**src/rtl/vlc_pkg.sv**
```systemverilog
// Shared widths, table-word field offsets and FSM encoding for the VLC lookup stage.
package vlc_pkg;

  localparam int SYM_W_D  = 8;
  localparam int CODE_W_D = 15;
  localparam int LEN_W_D  = 4;
  localparam int DEPTH_D  = 16;

  typedef enum logic [1:0] {
    ST_IDLE  = 2'd0,
    ST_RUN   = 2'd1,
    ST_FLUSH = 2'd2
  } vlc_state_e;

  // Table word is {len, ovf, code}; code sits at bit 0.
  function automatic int ovf_bit(input int code_w);
    return code_w;
  endfunction

  function automatic int len_lsb(input int code_w);
    return code_w + 1;
  endfunction

endpackage

```
**src/rtl/vlc_sync_fifo.sv**
```systemverilog
// First-word-fall-through register-array FIFO with synchronous clear.
module vlc_sync_fifo #(
  parameter int W     = 21,
  parameter int DEPTH = 16
) (
  input  logic                     clk,
  input  logic                     rstN,
  input  logic                     clear,
  input  logic                     wr_en,
  input  logic [W-1:0]             wr_data,
  input  logic                     rd_en,
  output logic [W-1:0]             rd_data,
  output logic                     empty,
  output logic                     full,
  output logic [$clog2(DEPTH):0]   fill
);

  localparam int AW = $clog2(DEPTH);

  logic [AW-1:0] wr_ptr;
  logic [AW-1:0] rd_ptr;
  logic [W-1:0]  mem [DEPTH];
  logic          push;
  logic          pop;

  assign empty = (fill == '0);
  assign full  = (fill == (AW+1)'(DEPTH));
  assign pop   = rd_en & ~empty;
  assign push  = wr_en & (~full | pop);

  // Head is forced to zero when empty so the outputs read 0 out of reset.
  assign rd_data = empty ? '0 : mem[rd_ptr];

  always_ff @(posedge clk or negedge rstN) begin
    if (!rstN) begin
      wr_ptr <= '0;
      rd_ptr <= '0;
      fill   <= '0;
    end else if (clear) begin
      wr_ptr <= '0;
      rd_ptr <= '0;
      fill   <= '0;
    end else begin
      if (push) wr_ptr <= wr_ptr + AW'(1);
      if (pop)  rd_ptr <= rd_ptr + AW'(1);
      case ({push, pop})
        2'b10:   fill <= fill + (AW+1)'(1);
        2'b01:   fill <= fill - (AW+1)'(1);
        default: fill <= fill;
      endcase
    end
  end

  // Storage needs no reset: entries are only visible between write and pop.
  always_ff @(posedge clk) begin
    if (push && !clear) mem[wr_ptr] <= wr_data;
  end

endmodule

```
**src/rtl/vlc_lookup_pipe.sv**
```systemverilog
// VLC code lookup stage: symbol in, synchronous table lookup, checked entry into a FWFT FIFO.
// Handshake: a symbol transfers on any rising edge where src_valid && src_ready; src_ready
// depends only on registered state, never on same-cycle src_valid or rd_code.
module vlc_lookup_pipe
  import vlc_pkg::*;
#(
  parameter int SYM_W  = SYM_W_D,
  parameter int CODE_W = CODE_W_D,
  parameter int LEN_W  = LEN_W_D,
  parameter int DEPTH  = DEPTH_D,
  parameter int ENT_W  = LEN_W + 1 + CODE_W
) (
  input  logic                     clk,
  input  logic                     rstN,
  input  logic [SYM_W-1:0]         src_data,
  input  logic                     src_valid,
  input  logic                     src_last,
  output logic                     src_ready,
  output logic [SYM_W-1:0]         vlc_addr,
  input  logic [ENT_W-1:0]         vlc_data,
  input  logic                     flush,
  input  logic                     err_clr,
  output logic                     error,
  output logic [7:0]               err_cnt,
  output logic                     busy,
  input  logic                     rd_code,
  output logic [LEN_W-1:0]         code_len,
  output logic                     code_ovf,
  output logic [CODE_W-1:0]        code_data,
  output logic                     code_last,
  output logic                     code_valid,
  output logic                     code_empty,
  output logic                     code_full,
  output logic [$clog2(DEPTH):0]   fill,
  output logic [1:0]               state_dbg
);

  localparam int FW    = $clog2(DEPTH) + 1;
  localparam int OVF_B = ovf_bit(CODE_W);
  localparam int LEN_L = len_lsb(CODE_W);

  vlc_state_e     state;
  vlc_state_e     state_nxt;
  logic           pend;
  logic           last_q;
  logic           accept;
  logic           wr_en;
  logic           bad_wr;
  logic           room;
  logic           fifo_empty;
  logic           fifo_full;
  logic [FW-1:0]  fifo_fill;
  logic [ENT_W:0] fifo_rd_data;

  assign vlc_addr = src_data;
  assign accept   = src_valid & src_ready;

  // The word returning in a flush cycle belongs to a discarded lookup.
  assign wr_en  = pend & ~flush;
  assign bad_wr = wr_en & (vlc_data[OVF_B] | (vlc_data[LEN_L +: LEN_W] == '0));

  always_ff @(posedge clk or negedge rstN) begin
    if (!rstN) state <= ST_IDLE;
    else       state <= state_nxt;
  end

  always_comb begin
    state_nxt = state;
    if (flush) begin
      state_nxt = ST_FLUSH;
    end else begin
      case (state)
        ST_IDLE:  if (accept) state_nxt = ST_RUN;
        ST_RUN:   if (!pend && fifo_empty && !accept) state_nxt = ST_IDLE;
        ST_FLUSH: state_nxt = ST_IDLE;
        default:  state_nxt = ST_IDLE;
      endcase
    end
  end

  // Room counts the in-flight lookup so a full FIFO can never be written.
  always_comb begin
    room      = ({1'b0, fifo_fill} + (FW+1)'(pend)) < (FW+1)'(DEPTH);
    src_ready = (state != ST_FLUSH) && room;
    busy      = (state != ST_IDLE);
    state_dbg = state;
  end

  always_ff @(posedge clk or negedge rstN) begin
    if (!rstN) begin
      pend   <= 1'b0;
      last_q <= 1'b0;
    end else begin
      pend <= flush ? 1'b0 : accept;
      if (accept) last_q <= src_last;
    end
  end

  // err_clr loses to a bad write in the same cycle, which restarts the count at one.
  always_ff @(posedge clk or negedge rstN) begin
    if (!rstN) begin
      error   <= 1'b0;
      err_cnt <= 8'd0;
    end else if (err_clr) begin
      error   <= bad_wr;
      err_cnt <= bad_wr ? 8'd1 : 8'd0;
    end else if (bad_wr) begin
      error <= 1'b1;
      if (err_cnt != 8'hFF) err_cnt <= err_cnt + 8'd1;
    end
  end

  vlc_sync_fifo #(
    .W     (ENT_W + 1),
    .DEPTH (DEPTH)
  ) u_fifo (
    .clk     (clk),
    .rstN    (rstN),
    .clear   (flush),
    .wr_en   (wr_en),
    .wr_data ({vlc_data, last_q}),
    .rd_en   (rd_code),
    .rd_data (fifo_rd_data),
    .empty   (fifo_empty),
    .full    (fifo_full),
    .fill    (fifo_fill)
  );

  assign code_last  = fifo_rd_data[0];
  assign code_data  = fifo_rd_data[1 +: CODE_W];
  assign code_ovf   = fifo_rd_data[1 + OVF_B];
  assign code_len   = fifo_rd_data[1 + LEN_L +: LEN_W];
  assign code_valid = ~fifo_empty;
  assign code_empty = fifo_empty;
  assign code_full  = fifo_full;
  assign fill       = fifo_fill;

endmodule

```
**config.mk**
```make
export PLATFORM = sky130hd
export DESIGN_NAME = vlc_lookup_pipe
export DESIGN_NICKNAME = d
export VERILOG_FILES = /design/src/rtl/vlc_pkg.sv /design/src/rtl/vlc_sync_fifo.sv /design/src/rtl/vlc_lookup_pipe.sv
export SDC_FILE = /design/constraint.sdc
export NUM_CORES = 1
export LEC_CHECK = 0
export ABC_AREA = 1
export ABC_CLOCK_PERIOD_IN_PS = 3000
export CORE_MARGIN = 8
export CORE_UTILIZATION = 30
export CTS_BUF_LIST = sky130_fd_sc_hd__clkbuf_4 sky130_fd_sc_hd__clkbuf_8 sky130_fd_sc_hd__clkbuf_16
export DETAILED_ROUTE_END_ITERATION = 7
export PLACE_DENSITY = 0.44
export SETUP_SLACK_MARGIN = 0.02
export SYNTH_ARGS = -nofsm -noshare
export SYNTH_HDL_FRONTEND = slang
export SYNTH_SLANG_ARGS = --single-unit
```
**constraint.sdc**
```tcl
create_clock -name clk -period 3 [get_ports clk]
set_clock_uncertainty 0.2 [all_clocks]
set_input_delay 0.45 -clock clk [delete_from_list [all_inputs] [get_ports clk]]
set_output_delay 0.45 -clock clk [all_outputs]
set_load 0.05 [all_outputs]
```
==> flow_summary.json, run 1 <==
{
  "antennaDiodeCount": 0,
  "holdWs_ps": 201,
  "post_synth_num_cell_types": 38,
  "start_util_pct": 30.4,
  "die_w_um": 241,
  "holdBufCountCts": 0,
  "htreeDepth": 2,
  "fin_nets": 1507,
  "ys_top_cells_by_count": "nand2_1, edfxtp_1, nand3_1",
  "setup_violations": 2,
  "drc": 0,
  "cp_slowest_cell": "dfrtp_4",
  "antenna_found_initial": 0,
  "clkPwrFrac_pct": 38.3,
  "p_seq_share_pct": 43.4,
  "cts_sinks": 362,
  "ys.flop_type": "edfxtp_1",
  "cp_num_cells": 7,
  "dr.pass1.iters": 5,
  "yosysWarnings": 0,
  "dpl_cell_area_um2": 17200,
  "grt_usage_pct": 15.6,
  "cts_buffers": 42,
  "intPower_mw": 9.43,
  "grt_pass1_vias": 10354,
  "power_density_nw_per_um2": 649,
  "ys_ff_latch": 362,
  "syn_inst": 1338,
  "total_power_mw": 12.9,
  "io_pins": 85,
  "synth_area_um2": 15300,
  "critPathMaxStageDelay_ps": 500,
  "p_leak_nw": 7.33,
  "maxSlewHeadroom_pct": 39.9,
  "final_area_um2": 20000,
  "combPwrFrac_pct": 18.3,
  "yosysSeqAreaShare_pct": 70.4,
  "cap_violations": 0,
  "die_h_um": 241,
  "io_buffers": 68,
  "clockBufferDepth": 3,
  "drive_gt1_share_pct": 22.6,
  "wl_per_cell_um": 21.8,
  "synthArstFlopShare_pct": 7.18,
  "rsz0062_at_grt": "yes",
  "globalRouteOverflowTotal": 0,
  "grt_max_degree": 87,
  "peakVddDrop_mv": 0.323,
  "wirelength_mm": 47.3,
  "cp_data_required_time_ps": 2350,
  "p_sw_share_pct": 27.1,
  "synth_edf_count": 336,
  "place_congestion": 0.759,
  "clock_latency_ps": 560,
  "clk_pin_slew_ps": 60,
  "postRouteAntennaNets": 0,
  "post-route-min-period_ps": 3020,
  "cp_top_family": "flip-flops",
  "maxSlewViolCount": 0,
  "worst_slack_ps": -16.8,
  "p_switching_mw": 3.51,
  "hold_viol": 0,
  "ctsRootBufferMaster": "clkbuf_16",
  "mappedNetlistNets": 1383,
  "fin_crit_sh_pct": 101,
  "path_cells": "buf_12 -> nand3_1 -> nand3_1 -> nand2_2 -> nand2_2 -> a21oi_2 -> buf_12",
  "area_growth_pct": 30.8,
  "outcome": "finished, violations left",
  "vias_per_cell": 4.85,
  "critPathBufInv": 2,
  "failed_checks": "negative setup slack",
  "startpoint_type": "register",
  "hold_class": "primary input to async pin",
  "synth_area_per_cell_um2": 11.4,
  "rows": 82,
  "synthTopCellsByArea": "edfxtp_1, nand2_1, nand3_1",
  "yosysMostFrequentCell": "nand2_1",
  "design.core.area_um2": 50200,
  "r2r_cells": 7,
  "yosysTopAreaCell": "edfxtp_1",
  "netlist.area_leader.share_pct": 66.2,
  "fmax_mhz": 331,
  "path_class": "register to primary output",
  "drt_iter0_markers": 796,
  "pre_cts_slack_ps": 246,
  "hpwl_mm": 25.0,
  "vias": 10495,
  "cp_max_fo": 86,
  "worst-slew-pin-transition_ps": 899,
  "tritoncts": "done",
  "end_kind": "primary output",
  "grt_first_pass_wirelength_mm": 68.0,
  "dieArea_um2": 58300,
  "crit_arrival_ps": 2370
}
[registers in the layout, indices dropped and copies added, names as in the netlist]
signal         flops
u_fifo.mem       336
err_cnt            8
u_fifo.fill        5
u_fifo.rd_ptr      4
u_fifo.wr_ptr      4
state_dbg          2
error              1
last_q             1
pend               1
[power by group through the flow]
stage	combinational [mW]	clock, mW	sequential [mW]
6_report	2.37	4.96	5.61
5_1_grt	2.53	5.27	5.62
4_1_cts	2.15	5.08	5.61
3_5_place_dp	1.70	0	5.72
3_3_place_gp	1.69	0	5.72
2_1_floorplan	1.02	0	5.73
[through the flow]
stage | utilization, % | setup TNS (ps) | instances
2_1_floorplan | - | 0 | 1338
3_3_place_gp | 34.3 | 0 | 2054
3_5_place_dp | 34.3 | 0 | 2054
4_1_cts | 38.6 | -346 | 2153
5_1_grt | 39.8 | -1100 | 2166
6_report | 39.8 | -30.4 | 2166
[kinds of logic after synthesis]
family / count (synthesis) / share of synthesized area [%]
DFF: 362 / 70.4
AOI/OAI and AO/OA: 41 / 1.54
buffers and inverters: 114 / 4.29
xor gates and xnor gates: 5 / 0.287
adders and majority gates: 10 / 0.870
and+or+nand+nor: 806 / 22.6
[cell type report]
| class | count | area (µm²) |
|---|---|---|
| fillers | 4775 | 30200 |
| clock inverters | 18 | 120 |
| inverters | 33 | 155 |
| repair buffers | 159 | 2340 |
| clock buffers | 58 | 1210 |
| flip-flops and latches | 362 | 10700 |
| multi-input cells | 862 | 4500 |
| well taps | 672 | 841 |
| repair inverters | 2 | 31.3 |
[final timing paths]
path | from | end | slack (ps)
max in group asynchronous | rstN | err_cnt[5]$_DFFE_PN0P_ | 1730
min | rstN | u_fifo.wr_ptr[2]$_DFFE_PN0P_ | 200
max reg2reg | u_fifo.fill[1]$_DFFE_PN0P_ | u_fifo.mem[6][11]$_DFFE_PP_ | 640
min reg2reg | error$_DFFE_PN0P_ | error$_DFFE_PN0P_ | 300
max | u_fifo.rd_ptr[1]$_DFFE_PN0P_ | code_data[2] | -20
min in group clk | error$_DFFE_PN0P_ | error$_DFFE_PN0P_ | 300
[metal layers]
layer | routed length [µm] | share of wire, % | track usage (%) | up-vias
li1 | - | - | - | 4913
met1 | 22400 | 47 | 22.2 | 5272
met2 | 21700 | 46 | 24.3 | 254
met3 | 2370 | 5.0 | 2.98 | 56
met4 | 902 | 1.9 | 4.09 | 0
met5 | 0 | 0 | 0 | -
[layout by cell type (no fill, tap or decap), types with 7 or more instances in the layout]
cell type / n
clkbuf_16: 53
inv_1: 26
ha_1: 9
nor2_1: 15
edfxtp_1: 336
nand2_1: 438
a21oi_4: 13
o21ai_0: 9
dfrtp_1: 23
nand3_1: 228
a21oi_2: 10
clkinv_2: 7
buf_16: 17
nand3_2: 53
buf_12: 40
nor2_4: 16
clkbuf_4: 11
clkdlybuf4s50_1: 44
buf_4: 42
nand2_2: 42
[timing repair]
| item | 4_1_cts | 5_1_grt |
|---|---|---|
| gates cloned | 13 | 12 |
| pin swaps | 14 | 29 |
| buffers inserted | 10 | 2 |
| setup endpoints to repair | 22 | 22 |
| resized for setup | 84 | 77 |
(Power assumes the default switching activity.)
==> run 2, diff against run 1 <==
- CORE_ASPECT_RATIO: unset -> 0.75
- SLEW_MARGIN: unset -> 20
==> flow_summary.json, run 2 (synthesized netlist as in run 1, its figures left out) <==
{
  "hold_class": "primary input to async pin",
  "outcome": "completed",
  "wl_per_cell_um": 23.1,
  "cp_slowest_cell": "dfrtp_4",
  "grt_first_pass_wirelength_mm": 70.1,
  "cp_data_required_time_ps": 2350,
  "cp_num_cells": 10,
  "largest_register_ffs": 336,
  "hpwl_mm": 26.3,
  "cts_sinks": 362,
  "antenna_found_initial": 0,
  "wirelength_mm": 49.9,
  "grt_usage_pct": 15.7,
  "worst-slew-pin-transition_ps": 872,
  "clock_latency_ps": 540,
  "cp_max_fo": 9,
  "drt_iter0_markers": 1028,
  "fin_nets": 1520,
  "cp_top_family": "buffers and inverters",
  "drc": 0,
  "reg_top3": "u_fifo.mem: 336 flops, err_cnt: 8 flops, u_fifo.fill: 5 flops",
  "postRouteAntennaNets": 0,
  "final-instance-count-excl-fill": 2160,
  "vias_per_cell": 4.95,
  "end_kind": "primary output",
  "design.core.area_um2": 50200,
  "peakVddDrop_mv": 0.329,
  "io_pins": 85,
  "die_w_um": 276,
  "hold_viol": 0,
  "tritoncts": "done",
  "clk_pin_slew_ps": 70,
  "grt_pass1_vias": 10489,
  "critPathMaxStageDelay_ps": 560,
  "die_h_um": 211,
  "ctsRootBufferMaster": "clkbuf_16",
  "antennaDiodeCount": 0,
  "power_density_nw_per_um2": 646,
  "dieArea_um2": 58400,
  "fin_tns_setup_ps": 0,
  "p_leak_nw": 7.42,
  "cap_violations": 0,
  "crit_arrival_ps": 2330,
  "fmax_mhz": 335,
  "setup_violations": 0,
  "largest_register": "u_fifo.mem",
  "start_util_pct": 30.4,
  "grt_max_degree": 58,
  "dr.pass1.iters": 5,
  "vias": 10696,
  "utilization_pct": 39.9,
  "rows": 71,
  "maxSlewViolCount": 0,
  "r2r_slack_ps": 620,
  "place_congestion": 0.741,
  "placed_cells": 2038,
  "drive_gt1_share_pct": 22.8,
  "path_class": "register to primary output",
  "area_growth_pct": 31.3,
  "rsz0062_at_grt": "yes",
  "clockBufferDepth": 3,
  "r2r_cells": 7,
  "layout_common_cells": "nand2_1, edfxtp_1, nand3_1",
  "io_buffers": 68,
  "globalRouteOverflowTotal": 0,
  "final_common_cell": "nand2_1",
  "maxSlewHeadroom_pct": 41.7,
  "cts_buffers": 39,
  "post-route-min-period_ps": 2980,
  "startpoint_type": "register",
  "critPathBufInv": 4,
  "fin_crit_sh_pct": 99.4,
  "path_cells": "inv_12 -> buf_12 -> clkbuf_16 -> nand2_1 -> nand3_1 -> nand3_1 -> nand2_1 -> nand2_2 -> a21oi_2 -> buf_12",
  "htreeDepth": 2
}
[run 2: path summary, 6_finish.rpt]
kind / from / endpoint
worst max-delay path: u_fifo.rd_ptr[0]$_DFFE_PN0P_ / code_data[5]
worst min-delay path: rstN / u_fifo.fill[2]$_DFFE_PN0P_
worst max register to register: u_fifo.fill[2]$_DFFE_PN0P_ / u_fifo.mem[12][15]$_DFFE_PP_
worst min register to register: error$_DFFE_PN0P_ / error$_DFFE_PN0P_
max in group asynchronous: rstN / err_cnt[3]$_DFFE_PN0P_
min in group clk: error$_DFFE_PN0P_ / error$_DFFE_PN0P_
[run 2: metrics by stage]
| step | hold WS, ps | area, µm² | setup slack [ps] | power (mW) |
|---|---|---|---|---|
| after global placement | 281 | 17200 | 228 | 7.44 |
| after floorplan | -45.6 | 15300 | 42.5 | 6.75 |
| final | 204 | 20000 | 18.9 | 12.9 |
| after global routing | 243 | 20000 | -58.8 | 13.4 |
| after detailed placement | 283 | 17200 | 218 | 7.44 |
| after CTS | 198 | 19000 | -27.2 | 12.6 |
[run 2: area by class of cell]
cell class                 count  area [µm²]
fill                        4727       30200
sequential                   362       10700
multi-input combinational    862        4490
timing repair buffer         176        2550
clock buffer                  51        1110
tap                          657         822
clock inverter                18         163
inverter                      33         138
timing repair inverter         1        11.3
[run 2: repair_timing]
| item | in CTS | in global routing |
|---|---|---|
| hold buffers | 0 | 0 |
| pin swaps | 17 | 58 |
| resized for setup | 49 | 116 |
| setup endpoints to repair | 21 | 22 |
| cloned | 8 | 23 |
| buffers inserted | 16 | 7 |
| hold endpoints to repair | 0 | 0 |
[run 2: power by group]
part	internal, mW	switching [mW]
sequential	5.57	0.0513
clock	2.86	2.01
combinational	1.02	1.44
[run 2: routing by layer]
layer,vias up,wire (µm),global-route usage (%),part of all wire (%)
met1,5382,23600,22.6,47
met2,312,22600,24.4,45
met3,74,2820,3.19,5.6
li1,4928,-,-,-
met4,0,941,3.48,1.9
met5,-,0,0,0
==> run 3, diff against run 2 <==
- CORE_MARGIN: 8 -> unset
- SYNTH_HIERARCHICAL: unset -> 1
==> flow_summary.json, run 3 <==
{
  "outcome": "completed",
  "drt_iter0_markers": 782,
  "crit_arrival_ps": 2320,
  "vias_per_cell": 4.83,
  "largest_register_ffs": 336,
  "final_area_um2": 19600,
  "synthArstFlopShare_pct": 7.18,
  "drive_gt1_share_pct": 16.2,
  "yosysSeqAreaShare_pct": 70.1,
  "synthTopCellsByArea": "edfxtp_1, nand2_1, nand3_1",
  "hold_class": "primary input to async pin",
  "rsz0062_at_grt": "yes",
  "ys.flop_type": "edfxtp_1",
  "yosysWarnings": 6,
  "antenna_found_initial": 2,
  "dr.pass1.iters": 7,
  "htreeDepth": 2,
  "tritoncts": "done",
  "design.core.area_um2": 50300,
  "final_common_cell": "nand2_1",
  "layout_common_cells": "nand2_1, edfxtp_1, nand3_1",
  "maxSlewViolCount": 0,
  "clock_latency_ps": 530,
  "end_kind": "primary output",
  "wirelength_mm": 45.3,
  "post_synth_num_cell_types": 34,
  "power_density_nw_per_um2": 654,
  "rr_startpoint": "u_fifo/fill[1]$_DFFE_PN0P_",
  "ys_top_cells_by_count": "nand2_1, edfxtp_1, nand3_1",
  "netlist.area_leader.share_pct": 65.9,
  "fin_nets": 1516,
  "drc": 0,
  "grt_first_pass_wirelength_mm": 66.0,
  "holdWs_ps": 98.5,
  "die_w_um": 263,
  "path_class": "register to primary output",
  "fin_crit_sh_pct": 99.0,
  "cts_sinks": 362,
  "grt_max_degree": 55,
  "placed_cells": 2062,
  "start_util_pct": 30.5,
  "die_h_um": 198,
  "pre_cts_slack_ps": 262,
  "synth_area_um2": 15300,
  "clk_pin_slew_ps": 60,
  "startpoint_type": "register",
  "vias": 10416,
  "synth_edf_count": 336,
  "crit_start": "u_fifo/rd_ptr[0]$_DFFE_PN0P_",
  "grt_pass1_vias": 9929,
  "rows": 71,
  "dieArea_um2": 52000,
  "cts_buffers": 41,
  "yosysMostFrequentCell": "nand2_1",
  "holdBufCountCts": 0,
  "maxSlewHeadroom_pct": 50.4,
  "ys_ff_latch": 362,
  "fmax_mhz": 337,
  "dpl_cell_area_um2": 17400,
  "globalRouteOverflowTotal": 0,
  "reg_top3": "u_fifo/mem: 336 flops, err_cnt: 8 flops, u_fifo/fill: 5 flops",
  "cp_max_fo": 10,
  "syn_inst": 1362,
  "postRouteAntennaNets": 0,
  "grt_usage_pct": 17.0,
  "post-route-min-period_ps": 2970,
  "area_growth_pct": 27.7,
  "synth_area_per_cell_um2": 11.2,
  "ctsRootBufferMaster": "clkbuf_16",
  "antennaDiodeCount": 0,
  "mappedNetlistNets": 1407,
  "clockBufferDepth": 3,
  "place_congestion": 0.790,
  "io_buffers": 68,
  "largest_register": "u_fifo/mem",
  "worst_slack_ps": 31.0,
  "worst-slew-pin-transition_ps": 742,
  "total_power_mw": 12.8,
  "cap_violations": 0,
  "io_pins": 85,
  "wl_per_cell_um": 21.0,
  "yosysTopAreaCell": "edfxtp_1",
  "final-instance-count-excl-fill": 2155,
  "hpwl_mm": 24.9,
  "hold_viol": 0,
  "peakVddDrop_mv": 0.331,
  "p_leak_nw": 7.19,
  "cp_data_required_time_ps": 2350,
  "setup_violations": 0
}
-- run 3: cell types whose count changed after synthesis, moves of 3 or more --
cell      before  now
inv_1         26   31
inv_2          5    1
nand2_1      476  500
nand3_1      279  282
nand3b_1       0    3
nand4_1        5    2
nor2_2         2    5
o21ai_0        9    5
-- run 3: timing repair --
item	4_1_cts	5_1_grt
buffers inserted	1	4
gates resized for setup	42	38
hold endpoints to repair	0	0
pin swaps	9	12
cloned	5	13
setup endpoints to repair	21	21
-- run 3: power by group --
group	switching, mW	internal [mW]	leakage [nW]
clock	1.97	3.01	0.655
combinational	1.33	0.898	3.16
sequential	0.0367	5.54	3.37
-- run 3: through the flow --
stage	TNS (ps)	util, %
4_1_cts	-58.4	37.9
3_5_place_dp	0	34.6
6_report	0	38.9
3_3_place_gp	0	34.6
5_1_grt	-609	38.9
2_1_floorplan	0	-
-- run 3: final timing paths --
kind,endpoint,slack (ps),cells past startpoint
worst max register to register,u_fifo/mem[13][17]$_DFFE_PP_,580,7
worst min-delay path,state_dbg[0]$_DFFE_PN0P_,100,2
max in group asynchronous,u_fifo/rd_ptr[0]$_DFFE_PN0P_,2190,2
worst min register to register,error$_DFFE_PN0P_,280,2
min in group clk,error$_DFFE_PN0P_,280,2
worst max-delay path,code_data[10],30,10
-- run 3: cell families (layout without fill, tap and decap cells) --
logic type	Yosys count	count (layout)	synth area share, %
and+or+nand+nor	832	832	23.1
DFF	362	362	70.1
buffers and inverters	116	252	4.36
AOI/OAI and AO/OA	37	37	1.32
adders and majority gates	10	10	0.866
xor gates and xnor gates	5	5	0.286
-- run 3: layout make-up --
type,count,area [µm²]
Clock buffer,50,1090
Clock inverter,20,225
Fill cell,4809,30700
Inverter,34,141
Multi-Input combinational cell,884,4280
Sequential cell,362,10700
Tap cell,657,822
Timing Repair Buffer,148,2240
-- run 3: routing by layer --
| metal | global-route usage, % | vias to the layer above | part of all wire, % |
|---|---|---|---|
| met5 | 0 | - | 0.029 |
| met4 | 4.01 | 2 | 1.7 |
| met3 | 2.41 | 55 | 4.8 |
| met2 | 25.9 | 226 | 44 |
| met1 | 25.4 | 5203 | 49 |
| li1 | - | 4930 | - |
-- run 3: critical path, cell delays in order, from the launching register on --
cell and delay [ps]:
dfrtp_4 540, clkinv_8 140, buf_6 130, buf_6 180, nand2_1 60, nand3_1 60
nand3_1 100, nand2_1 100, nand2_1 90, a21oi_4 200, buf_12 160
